## src/rtl/alu_seq_pkg.sv

```systemverilog
// Shared definitions for the ALU micro-sequencer.
//   - FSM state encoding
//   - instruction class codes and field positions (10-bit instruction)
//   - ALU opcode constants understood by the external registered ALU
package alu_seq_pkg;

    localparam int INSTR_W = 10;
    localparam int CLS_MSB = 9;
    localparam int CLS_LSB = 8;
    localparam int OPC_MSB = 7;
    localparam int OPC_LSB = 4;
    localparam int IMM_MSB = 3;
    localparam int IMM_LSB = 0;

    typedef enum logic [2:0] {
        S_IDLE,
        S_FETCH,
        S_DECODE,
        S_EXEC,
        S_WB,
        S_DONE,
        S_ERR
    } state_e;

    localparam logic [1:0] CLS_ALU  = 2'b00;
    localparam logic [1:0] CLS_JMP  = 2'b01;
    localparam logic [1:0] CLS_JZ   = 2'b10;
    localparam logic [1:0] CLS_HALT = 2'b11;

    localparam logic [3:0] OPC_LOAD  = 4'b0000;
    localparam logic [3:0] OPC_ADD   = 4'b0001;
    localparam logic [3:0] OPC_SUB   = 4'b0010;
    localparam logic [3:0] OPC_STORE = 4'b0011;
    localparam logic [3:0] OPC_CLEAR = 4'b0100;
    localparam logic [3:0] OPC_AND   = 4'b0101;
    localparam logic [3:0] OPC_OR    = 4'b0110;
    localparam logic [3:0] OPC_NOT   = 4'b0111;

endpackage

```

## src/rtl/alu_seq_decode.sv

```systemverilog
// Combinational instruction decoder.
//   instr_i   : raw 10-bit instruction word from program memory
//   opc_o     : ALU opcode field
//   imm_o     : immediate / jump target field
//   is_*_o    : one-hot class flags (ALU, JMP, JZ, HALT)
module alu_seq_decode
    import alu_seq_pkg::*;
(
    input  logic [INSTR_W-1:0] instr_i,
    output logic [3:0]         opc_o,
    output logic [3:0]         imm_o,
    output logic               is_alu_o,
    output logic               is_jmp_o,
    output logic               is_jz_o,
    output logic               is_halt_o
);

    logic [1:0] cls;

    assign cls       = instr_i[CLS_MSB:CLS_LSB];
    assign opc_o     = instr_i[OPC_MSB:OPC_LSB];
    assign imm_o     = instr_i[IMM_MSB:IMM_LSB];
    assign is_alu_o  = (cls == CLS_ALU);
    assign is_jmp_o  = (cls == CLS_JMP);
    assign is_jz_o   = (cls == CLS_JZ);
    assign is_halt_o = (cls == CLS_HALT);

endmodule

```

## src/rtl/alu_sequencer.sv

```systemverilog
// Micro-sequencer for an external 4-bit registered ALU.
// Fetches from a synchronous program ROM, issues ALU ops with acc on A and
// the immediate on B, writes the result back, and handles JMP/JZ/HALT.
// A step watchdog aborts programs that decode MAX_STEPS non-HALT instructions.
//   Clk, Rst_n          : clock, async active-low reset
//   start               : begin execution at pc=0 (ignored while busy)
//   busy/done/error     : run status; done/error are one-cycle pulses
//   pm_addr / pm_data   : program ROM address / data (data valid next cycle)
//   alu_opc/alu_a/alu_b : ALU operands; alu_result/alu_z : ALU outputs
//   acc                 : accumulator
//   out_valid/out_data  : store-instruction strobe and value
module alu_sequencer
    import alu_seq_pkg::*;
#(
    parameter int MAX_STEPS = 64,
    parameter int PC_W      = 4
) (
    input  logic               Clk,
    input  logic               Rst_n,
    input  logic               start,
    output logic               busy,
    output logic               done,
    output logic               error,
    output logic [PC_W-1:0]    pm_addr,
    input  logic [INSTR_W-1:0] pm_data,
    output logic [3:0]         alu_opc,
    output logic [3:0]         alu_a,
    output logic [3:0]         alu_b,
    input  logic [3:0]         alu_result,
    input  logic               alu_z,
    output logic [3:0]         acc,
    output logic               out_valid,
    output logic [3:0]         out_data
);

    localparam logic [7:0] MAX_STEPS_L = 8'(MAX_STEPS);

    state_e          state_q;
    logic [PC_W-1:0] pc_q;
    logic [3:0]      acc_q;
    logic            zflag_q;
    logic [7:0]      steps_q;
    logic [7:0]      steps_d;
    logic            store_q;
    logic            busy_q, done_q, error_q, out_valid_q;
    logic [3:0]      out_data_q, alu_opc_q, alu_b_q;

    logic [3:0] dec_opc, dec_imm;
    logic       dec_alu, dec_jmp, dec_jz, dec_halt;

    alu_seq_decode u_decode (
        .instr_i   (pm_data),
        .opc_o     (dec_opc),
        .imm_o     (dec_imm),
        .is_alu_o  (dec_alu),
        .is_jmp_o  (dec_jmp),
        .is_jz_o   (dec_jz),
        .is_halt_o (dec_halt)
    );

    assign steps_d = steps_q + 8'd1;

    always_ff @(posedge Clk or negedge Rst_n) begin
        if (!Rst_n) begin
            state_q     <= S_IDLE;
            pc_q        <= '0;
            acc_q       <= '0;
            zflag_q     <= 1'b0;
            steps_q     <= '0;
            store_q     <= 1'b0;
            busy_q      <= 1'b0;
            done_q      <= 1'b0;
            error_q     <= 1'b0;
            out_valid_q <= 1'b0;
            out_data_q  <= '0;
            alu_opc_q   <= OPC_STORE;
            alu_b_q     <= '0;
        end else begin
            done_q      <= 1'b0;
            error_q     <= 1'b0;
            out_valid_q <= 1'b0;
            case (state_q)
                S_IDLE: begin
                    if (start) begin
                        state_q <= S_FETCH;
                        busy_q  <= 1'b1;
                        pc_q    <= '0;
                        steps_q <= '0;
                    end
                end
                // pm_addr follows pc, so the ROM samples it at the end of FETCH
                S_FETCH: state_q <= S_DECODE;
                S_DECODE: begin
                    steps_q <= steps_d;
                    store_q <= (dec_opc == OPC_STORE);
                    // A HALT landing exactly on the last allowed step still completes
                    if (steps_d == MAX_STEPS_L && !dec_halt) begin
                        state_q <= S_ERR;
                    end else if (dec_alu) begin
                        // Operands are registered here so they are stable throughout EXEC
                        alu_opc_q <= dec_opc;
                        alu_b_q   <= dec_imm;
                        state_q   <= S_EXEC;
                    end else if (dec_jmp) begin
                        pc_q    <= PC_W'(dec_imm);
                        state_q <= S_FETCH;
                    end else if (dec_jz) begin
                        pc_q    <= zflag_q ? PC_W'(dec_imm) : pc_q + PC_W'(1);
                        state_q <= S_FETCH;
                    end else begin
                        state_q <= S_DONE;
                    end
                end
                S_EXEC: begin
                    // Back to pass-through so the ALU keeps mirroring acc
                    alu_opc_q <= OPC_STORE;
                    alu_b_q   <= '0;
                    state_q   <= S_WB;
                end
                S_WB: begin
                    acc_q   <= alu_result;
                    zflag_q <= alu_z;
                    pc_q    <= pc_q + PC_W'(1);
                    if (store_q) begin
                        out_valid_q <= 1'b1;
                        out_data_q  <= acc_q;
                    end
                    state_q <= S_FETCH;
                end
                S_DONE: begin
                    done_q  <= 1'b1;
                    busy_q  <= 1'b0;
                    state_q <= S_IDLE;
                end
                S_ERR: begin
                    error_q <= 1'b1;
                    busy_q  <= 1'b0;
                    state_q <= S_IDLE;
                end
                default: state_q <= S_IDLE;
            endcase
        end
    end

    assign busy      = busy_q;
    assign done      = done_q;
    assign error     = error_q;
    assign pm_addr   = pc_q;
    assign alu_opc   = alu_opc_q;
    assign alu_a     = acc_q;
    assign alu_b     = alu_b_q;
    assign acc       = acc_q;
    assign out_valid = out_valid_q;
    assign out_data  = out_data_q;

endmodule
```

## config.mk

```make
export PLATFORM = sky130hd
export DESIGN_NAME = alu_sequencer
export DESIGN_NICKNAME = d
export VERILOG_FILES = /design/src/rtl/alu_seq_pkg.sv /design/src/rtl/alu_seq_decode.sv /design/src/rtl/alu_sequencer.sv
export SDC_FILE = /design/constraint.sdc
export NUM_CORES = 1
export LEC_CHECK = 0
export ABC_CLOCK_PERIOD_IN_PS = 2300
export CORE_ASPECT_RATIO = 0.6
export CORE_UTILIZATION = 50
export CTS_BUF_LIST = sky130_fd_sc_hd__clkbuf_4 sky130_fd_sc_hd__clkbuf_8
export CTS_CLUSTER_DIAMETER = 80
export DETAILED_ROUTE_END_ITERATION = 16
export GPL_ROUTABILITY_DRIVEN = 0
export PLACE_DENSITY = 0.77
export SYNTH_ARGS = -nofsm -noshare
export SYNTH_HDL_FRONTEND = slang
export SYNTH_HIERARCHICAL = 1
export SYNTH_SLANG_ARGS = --single-unit
```

## constraint.sdc

```tcl
create_clock -name Clk -period 2.3 [get_ports Clk]
set_input_delay 0.46 -clock Clk [delete_from_list [all_inputs] [get_ports Clk]]
set_output_delay 0.46 -clock Clk [all_outputs]
set_load 0.02 [all_outputs]
```

[Word level (Yosys, flattened, before mapping)]
Index checks and enable logic that the tools add are counted.
Operators by class
  $lt $le $gt $ge: 0
  divide/modulo/power cells: 0
  reduce and logical (&&, ||, !) cells: 14
  shifts and indexed selects: 0
  bitwise gates (word level): 0
  add/sub/neg operators: 2
  multipliers: 0
  eq/ne operators: 16
  mux-type cells: 27
Operators with widths (count)
  $mux 4: 10
  $pmux 4 s2: 2
  $pmux 8 s2: 1
  $mux 3: 5
  $pmux 3 s5: 1
  $pmux 4 s3: 1
  $eq 3x3->1 const B: 3
  $add 8x1->8 const B: 1
  $eq 8x7->1 const B: 1
  $mux 8: 1
  $ne 2x2->1 const B: 4
  $eq 3x2->1 const B: 2
  $reduce_and 2->1: 3
  $reduce_bool 2->1: 3
  $mux 1: 5
  $reduce_and 5->1: 1
  $add 4x1->4 const B: 1
  $eq 2x2->1 const B: 2
  $eq 4x2->1 const B: 1
  $eq 3x1->1 const B: 1
  $logic_not 3->1: 1
  $ne 3x3->1 const B: 1
  $reduce_and 3->1: 1
  $reduce_bool 3->1: 1
  other kinds (6): 6
Word-level totals
  ROM bits: 0
  latch bits: 0
  memory bits (writable): 0
  bits in registers: 37
  memories kept: 0

[Logic depth before layout (Yosys ltp)]
Gate-level depths: netlist of the first run.
  depth after elaboration: 7
  depth in mapped cells: 7

[Hierarchy]
The synthesis of the first run kept the hierarchy.
Modules (own cells, without submodules)
  alu_sequencer: area an instance 2097.0 um^2, times used 1, cells an instance 216, sequential area each 928.4 um^2
  alu_seq_decode: area an instance 86.3 um^2, times used 1, cells an instance 12, sequential area each 0.0 um^2

[Worst setup path after synthesis of the first run]
Ideal clock, no wire load.
  path type: register to register
  from: reg steps_q[0]
  to: reg alu_b_q[0], in the netlist alu_b[0]
  data arrival time: 1.977 ns
  buffers on the path: 0
  period minus slack after synthesis: 2.103 ns
  setup time: 0.126 ns
  data required time: 2.174 ns
  slack: 0.197 ns
  cell stages (with the launch flop): 7
  cell sequence: dfrtp_1 ha_1 and4bb_2 o2bb2ai_1 nor3_1 nor4_1 a221o_1
On the way
  longest elaborated chain between the ends: 5
RTL lines
  from (decl): line alu_sequencer.sv:42  | logic [7:0] steps_q;
  from (signal assigned): line alu_sequencer.sv:94  | steps_q <= steps_d;
  $add 8x1->8: line alu_sequencer.sv:61  | assign steps_d = steps_q + 8'd1;
  $eq 8x7->1: line alu_sequencer.sv:97  | if (steps_d == MAX_STEPS_L && !dec_halt) begin
  $logic_and 1x1->1: line alu_sequencer.sv:97
  $ne 2x2->1 (no source line)
  $reduce_and 3->1 (no source line)
  to (signal assigned): line alu_sequencer.sv:102  | alu_b_q <= dec_imm;
  to (decl): line alu_sequencer.sv:46  | logic [3:0] out_data_q, alu_opc_q, alu_b_q;
Every way passes these cells.
A chain may end at the register's enable or synchronous reset.

[Worst setup path in the final report of the first run]
  from: in pm_data[8]
  to: reg pc_q[0], in the netlist pm_addr[0]
On the way
  longest elaborated chain between the ends: 5
  elaborated cells on any way between the ends: 14
  classes of those cells: eq/ne (6); mux (4); reduce/logical (4)
RTL lines
  from (decl): line alu_sequencer.sv:25  | input logic [INSTR_W-1:0] pm_data,
  $eq 2x2->1: line alu_seq_decode.sv:26  | assign is_halt_o = (cls == CLS_HALT);
  net dec_halt: line alu_sequencer.sv:49  | logic dec_alu, dec_jmp, dec_jz, dec_halt;
  $logic_not 1->1: line alu_sequencer.sv:97
  $logic_and 1x1->1: line alu_sequencer.sv:97
  $ne 2x2->1 (no source line)
  $reduce_and 5->1 (no source line)
  to (signal assigned): line alu_sequencer.sv:105  | pc_q <= PC_W'(dec_imm);
  to (signal assigned): line alu_sequencer.sv:108  | pc_q <= zflag_q ? PC_W'(dec_imm) : pc_q + PC_W'(1);
  to (signal assigned): line alu_sequencer.sv:123  | pc_q <= pc_q + PC_W'(1);
  to (decl): line alu_sequencer.sv:39  | logic [PC_W-1:0] pc_q;
The timed path passes the listed nets, and every way through them passes these cells. The select of a mux whose other input is x is not followed.

==> flow_summary.json, run 1 <==
{
  "yosysUniqueCellTypes": 56,
  "num_vias": 1900,
  "hold_viol": 0,
  "first_iter_violations": 132,
  "yosysTopAreaCell": "dfrtp_1",
  "synth_common_cells": "dfrtp_1 (35), o21ai_0 (19), nor2_1 (16), buf_4 (12), nand2_1 (11)",
  "cp-start-kind": "input pin",
  "wl_per_cell_um": 15.1,
  "firstDrtPassIters": 4,
  "cap_violations": 0,
  "ctsHoldBuffers": 0,
  "syn_inst": 228,
  "numCtsBuffers": 5,
  "pre_cts_ws_ps": -241,
  "grtUsageTotal": 0.245,
  "drv_slew": 0,
  "cp-end-kind": "flip-flop",
  "clk_pin_slew_ps": 80,
  "cts.sinks": 37,
  "dieHeight_um": 53.2,
  "hpwl_um": 3590,
  "vias_per_cell": 5.71,
  "worst_slack_ps": 106,
  "cts_resized": 0,
  "finalCritPeriodShare": 0.954,
  "rsz0062_at_grt": "false",
  "p_leak_nw": 1.15,
  "synth-edff-count": 0,
  "internal_power_mw": 1.90,
  "final_area_mm2": 0.00280,
  "drc": 0,
  "cts_tree": "done",
  "io_pins": 46,
  "p_per_area_mw_per_mm2": 1120,
  "pwr-share-clk": 0.153,
  "ant_nets": 0,
  "critPathArrivalTime_ps": 2370,
  "grt_pass1_wl_um": 8450,
  "relSlewSlack": 0.453,
  "fp.dieW_um": 87.3,
  "ys_seq_area_frac": 0.425,
  "fp.coreArea_mm2": 0.00414,
  "drive_gt1_frac": 0.194,
  "post_cts_buffers": 0,
  "grt_pass1_vias": 1789,
  "syn_area_per_cell_um2": 9.58,
  "cts_root_buf": "clkbuf_8",
  "setup_viol": 0,
  "finalClockSkew_ps": 10.6,
  "grt_max_degree": 38,
  "antenna_cells": 0,
  "fin_util": 0.676,
  "synth_area_mm2": 0.00218,
  "antenna_found_initial": 0,
  "portBuffers": 45,
  "crit_path_max_fanout": 4,
  "synth.area.top_cells": "dfrtp_1 (40%), mux2_2 (4.6%), o21ai_0 (4.4%)",
  "placed_area_mm2": 0.00269,
  "start_util": 0.527,
  "synth_top_area_frac": 0.401,
  "gr-total-overflow": 0,
  "die_area_mm2": 0.00464,
  "totalWireLength_um": 5040,
  "nets": 293,
  "status": "finished clean",
  "synthArstFlopShare": 1.00,
  "cts_max_level": 2,
  "num_rows": 18,
  "synth_nets": 249,
  "peakVddDrop_uv": 695,
  "criticalPathCategory": "in -> reg",
  "cp_data_required_time_ps": 2480,
  "worstMarginPinSlew_ps": 820,
  "fin_crit_ps": 2190,
  "p_seq_frac": 0.358,
  "ys_warn_count": 6,
  "ys.flop_type": "dfrtp_1",
  "power_mw": 3.13,
  "clockBufferDepth": 2,
  "comb_power_share": 0.488,
  "hold_path.class": "in -> async",
  "area_growth_pct": 28.3,
  "ys_ff_latch": 37,
  "netSwitchingFraction": 0.395,
  "switchingPower_mw": 1.24,
  "fmax_ghz": 0.456,
  "yosysMostFrequentCell": "dfrtp_1",
  "insertion_delay_ps": 290,
  "ff2ff_setup_slack_ps": 230
}
## critical path, cell delays in order
cell and delay (ps):
clkdlybuf4s50_1 440, and2_2 190, nand3b_1 140, or3_4 350, and2_4 180, o31a_1 280, mux2_1 320
## cells by family after synthesis
family | synth area share
buffers and inverters | 0.0734
muxes | 0.0567
xor gates and xnor gates | 0.00802
AOI/OAI and AO/OA | 0.174
adders and majority gates | 0.0172
DFF | 0.425
and+or+nand+nor | 0.246
## routing by layer
layer / vias to the layer above / global-route usage / wire [um]
met5: - / 0 / 0
met4: 0 / 0.0683 / 39
met3: 5 / 0.0733 / 420
met2: 75 / 0.358 / 2110
met1: 908 / 0.350 / 2480
li1: 912 / - / -
## final timing paths
kind | cells past startpoint | endpoint | startpoint
setup reg to reg | 6 | pm_addr[0] | steps_q[0]
max in group asynchronous | 1 | steps_q[1] | Rst_n
setup / recovery | 7 | pm_addr[0] | pm_data[8]
hold reg to reg | 2 | store_q | store_q
min in group Clk | 2 | store_q | store_q
hold / removal | 1 | state_q[2] | Rst_n
## layout make-up
cell class                      instances  area, um2
Fill cell                             349       1340
Sequential cell                        37        931
Timing Repair Buffer                   62        573
Multi-Input combinational cell        162       1110
Clock buffer                            6       82.6
Clock inverter                          2       13.8
Inverter                                4       15.0
Tap cell                               60       75.1
## power by group through the flow
stage,Combinational (mW),Clock [mW],Sequential (mW)
after detailed placement,1.52,0,1.12
after global routing,1.66,0.525,1.17
after global placement,1.50,0,1.12
after CTS,1.53,0.495,1.12
after floorplan,0.782,0,1.24
final,1.53,0.481,1.12
## sequential cells by signal, indices dropped and copies added, names as in the netlist, 3 cells and up
register  cells
pm_addr       4
alu_opc       4
acc           4
alu_b         4
out_data      4
state_q       3
steps_q       8
## metrics by stage
| step | TNS, ps | hold WS [ps] | std cells |
|---|---|---|---|
| floorplan | 0 | 164 | 228 |
| global placement | -990 | 459 | 325 |
| detailed placement | -1350 | 481 | 325 |
| CTS | 0 | 281 | 333 |
| global route | 0 | 320 | 333 |
| finish | 0 | 259 | 333 |
## placed cells by master (no fill, tap or decap), drive strengths merged, types with 3 or more instances in the layout
master         instances
a21oi                 10
a221o                  6
and2                   5
buf                   18
clkbuf                 6
clkdlybuf4s50         44
dfrtp                 35
ha                     3
inv                    4
mux2                  11
nand2                 11
nand2b                10
nand3                  6
nand4                  4
nor2                  16
nor2b                  3
nor3                   5
nor3b                 10
nor4                   6
nor4b                  3
o21ai                 20
(Power assumes the default switching activity.)
==> run 2, diff against run 1 <==
--- a/config.mk
+++ b/config.mk
@@ -13,6 +13,7 @@
 export DETAILED_ROUTE_END_ITERATION = 16
 export GPL_ROUTABILITY_DRIVEN = 0
 export PLACE_DENSITY = 0.77
+export SLEW_MARGIN = 15
 export SYNTH_ARGS = -nofsm -noshare
 export SYNTH_HDL_FRONTEND = slang
 export SYNTH_HIERARCHICAL = 1
==> results of run 2 <==
No change in the layout: final DEF, timing and power equal those of run 1.
==> run 3, diff against run 2 <==
--- a/config.mk
+++ b/config.mk
@@ -6,13 +6,15 @@
 export NUM_CORES = 1
 export LEC_CHECK = 0
 export ABC_CLOCK_PERIOD_IN_PS = 2300
+export CELL_PAD_IN_SITES_DETAIL_PLACEMENT = 1
+export CELL_PAD_IN_SITES_GLOBAL_PLACEMENT = 1
 export CORE_ASPECT_RATIO = 0.6
-export CORE_UTILIZATION = 50
+export CORE_UTILIZATION = 40
 export CTS_BUF_LIST = sky130_fd_sc_hd__clkbuf_4 sky130_fd_sc_hd__clkbuf_8
 export CTS_CLUSTER_DIAMETER = 80
 export DETAILED_ROUTE_END_ITERATION = 16
 export GPL_ROUTABILITY_DRIVEN = 0
-export PLACE_DENSITY = 0.77
+export PLACE_DENSITY = 0.8
 export SLEW_MARGIN = 15
 export SYNTH_ARGS = -nofsm -noshare
 export SYNTH_HDL_FRONTEND = slang
==> run 3 against run 2 <==
  * Flip-flop and latch count unchanged
  * Die area up 24%
  * Maximum frequency down 2.9%
  * Register-to-register slack worse by 30 ps
  * Utilization down 11 points
  * Highest routed layer unchanged
==> flow_summary.json, run 3 (synthesis gave the netlist of run 1 again) <==
{
  "critPathArrivalTime_ps": 2440,
  "p_seq_frac": 0.324,
  "placed_area_mm2": 0.00277,
  "layout_common_cells": "clkdlybuf4s50_1 (44), dfrtp_1 (35), buf_4 (27)",
  "hold_ws_ps": 269,
  "nets": 303,
  "antenna_cells": 0,
  "cts.sinks": 37,
  "criticalPathCategory": "in -> reg",
  "num_rows": 20,
  "grtUsageTotal": 0.234,
  "wl_per_cell_um": 17.5,
  "finalCritPeriodShare": 0.983,
  "setup_viol": 0,
  "firstDrtPassIters": 4,
  "cap_violations": 0,
  "cts_tree": "done",
  "drc": 0,
  "finalClockSkew_ps": 4.86,
  "antenna_found_initial": 0,
  "hpwl_um": 4670,
  "p_leak_nw": 1.21,
  "fp.coreArea_mm2": 0.00515,
  "gr-total-overflow": 0,
  "rsz0062_at_grt": "true",
  "crit_path_max_fanout": 4,
  "grt_pass1_wl_um": 10300,
  "cts_max_level": 2,
  "dieHeight_um": 59.2,
  "internal_power_mw": 2.06,
  "die_area_mm2": 0.00577,
  "numCtsBuffers": 5,
  "clockBufferDepth": 2,
  "stdcell_count": 349,
  "p_per_area_mw_per_mm2": 1160,
  "clk_pin_slew_ps": 70,
  "hold_path.class": "in -> async",
  "portBuffers": 45,
  "grt_pass1_vias": 2061,
  "post_cts_buffers": 0,
  "hold_viol": 0,
  "totalWireLength_um": 6100,
  "cp-start-kind": "input pin",
  "worstMarginPinSlew_ps": 861,
  "comb_power_share": 0.495,
  "dp_cells": 341,
  "grt_max_degree": 38,
  "fmax_ghz": 0.442,
  "fin_crit_ps": 2260,
  "cts_root_buf": "clkbuf_8",
  "final_area_mm2": 0.00289,
  "ant_nets": 0,
  "io_pins": 46,
  "pwr-share-clk": 0.181,
  "drv_slew": 0,
  "relSlewSlack": 0.426,
  "fin_util": 0.561,
  "fp.dieW_um": 97.4,
  "insertion_delay_ps": 300,
  "cp_data_required_time_ps": 2480,
  "start_util": 0.424,
  "switchingPower_mw": 1.30,
  "vias_per_cell": 5.63,
  "top_register": "steps_q",
  "drive_gt1_frac": 0.208,
  "netSwitchingFraction": 0.387,
  "cp-end-kind": "flip-flop",
  "peakVddDrop_uv": 632,
  "status": "finished clean",
  "largest_reg_flops": 8,
  "area_growth_pct": 32.5,
  "first_iter_violations": 69,
  "num_vias": 1966,
  "layout_commonest_cell": "clkdlybuf4s50_1"
}
==> run 3: cell count changes in the layout (fill, tap and decap cells not counted), sizes merged <==
cell / change
buf: +10
clkinv: -2
bufinv: +1
clkbuf: +1
==> run 3: final timing paths <==
kind                            slack (ps)  depth (start not counted)   startpoint          end
worst max register to register         200                          7   steps_q[0]   pm_addr[1]
max in group asynchronous             1500                          1        Rst_n  out_data[1]
min in group Clk                       510                          1  out_data[3]  out_data[3]
worst min-delay path                   270                          1        Rst_n   steps_q[2]
worst max-delay path                    40                          7   pm_data[9]   pm_addr[1]
worst min register to register         510                          1  out_data[3]  out_data[3]
==> run 3: repair_timing <==
action / CTS / global route
endpoints found under the setup margin: 0 / 4
hold endpoints to repair: 0 / 0
hold buffers: 0 / 0
resized for setup: 0 / 1
==> run 3: layout make-up <==
| type | count | area, um2 |
|---|---|---|
| clock inverter | 1 | 30.0 |
| multi-input combinational | 162 | 1100 |
| tap | 66 | 82.6 |
| fill | 604 | 2260 |
| sequential | 37 | 928 |
| timing repair buffer | 72 | 648 |
| inverter | 4 | 15.0 |
| clock buffer | 7 | 90.1 |
==> run 3: power by group through the flow <==
stage | sequential [mW] | combinational, mW | clock (mW)
2_1_floorplan | 1.24 | 0.782 | 0
3_3_place_gp | 1.09 | 1.62 | 0
3_5_place_dp | 1.10 | 1.67 | 0
4_1_cts | 1.09 | 1.68 | 0.620
5_1_grt | 1.12 | 1.81 | 0.642
6_report | 1.09 | 1.67 | 0.608
==> run 3: per-stage QoR <==
stage	TNS, ps	power [mW]	setup slack (ps)
floorplan	0	2.02	197
global placement	-1250	2.70	-207
detailed placement	-2120	2.77	-291
CTS	0	3.39	40.6
global route	-15.8	3.58	-10.1
finish	0	3.37	40.0
==> run 3: metal layers <==
layer / GRT usage / vias to the layer above / part of all wire
met1: 0.320 / 972 / 0.49
met5: 0 / - / 0
met4: 0.0630 / 0 / 0.0097
met3: 0.0566 / 7 / 0.062
met2: 0.378 / 46 / 0.43
li1: - / 941 / -
==> run 3: worst max-delay path, cell delays in order <==
cell             delay, ps
clkdlybuf4s50_1        440
and2_2                 210
nand3b_1               150
or3_4                  350
and2_4                 180
o31a_1                 320
mux2_1                 330
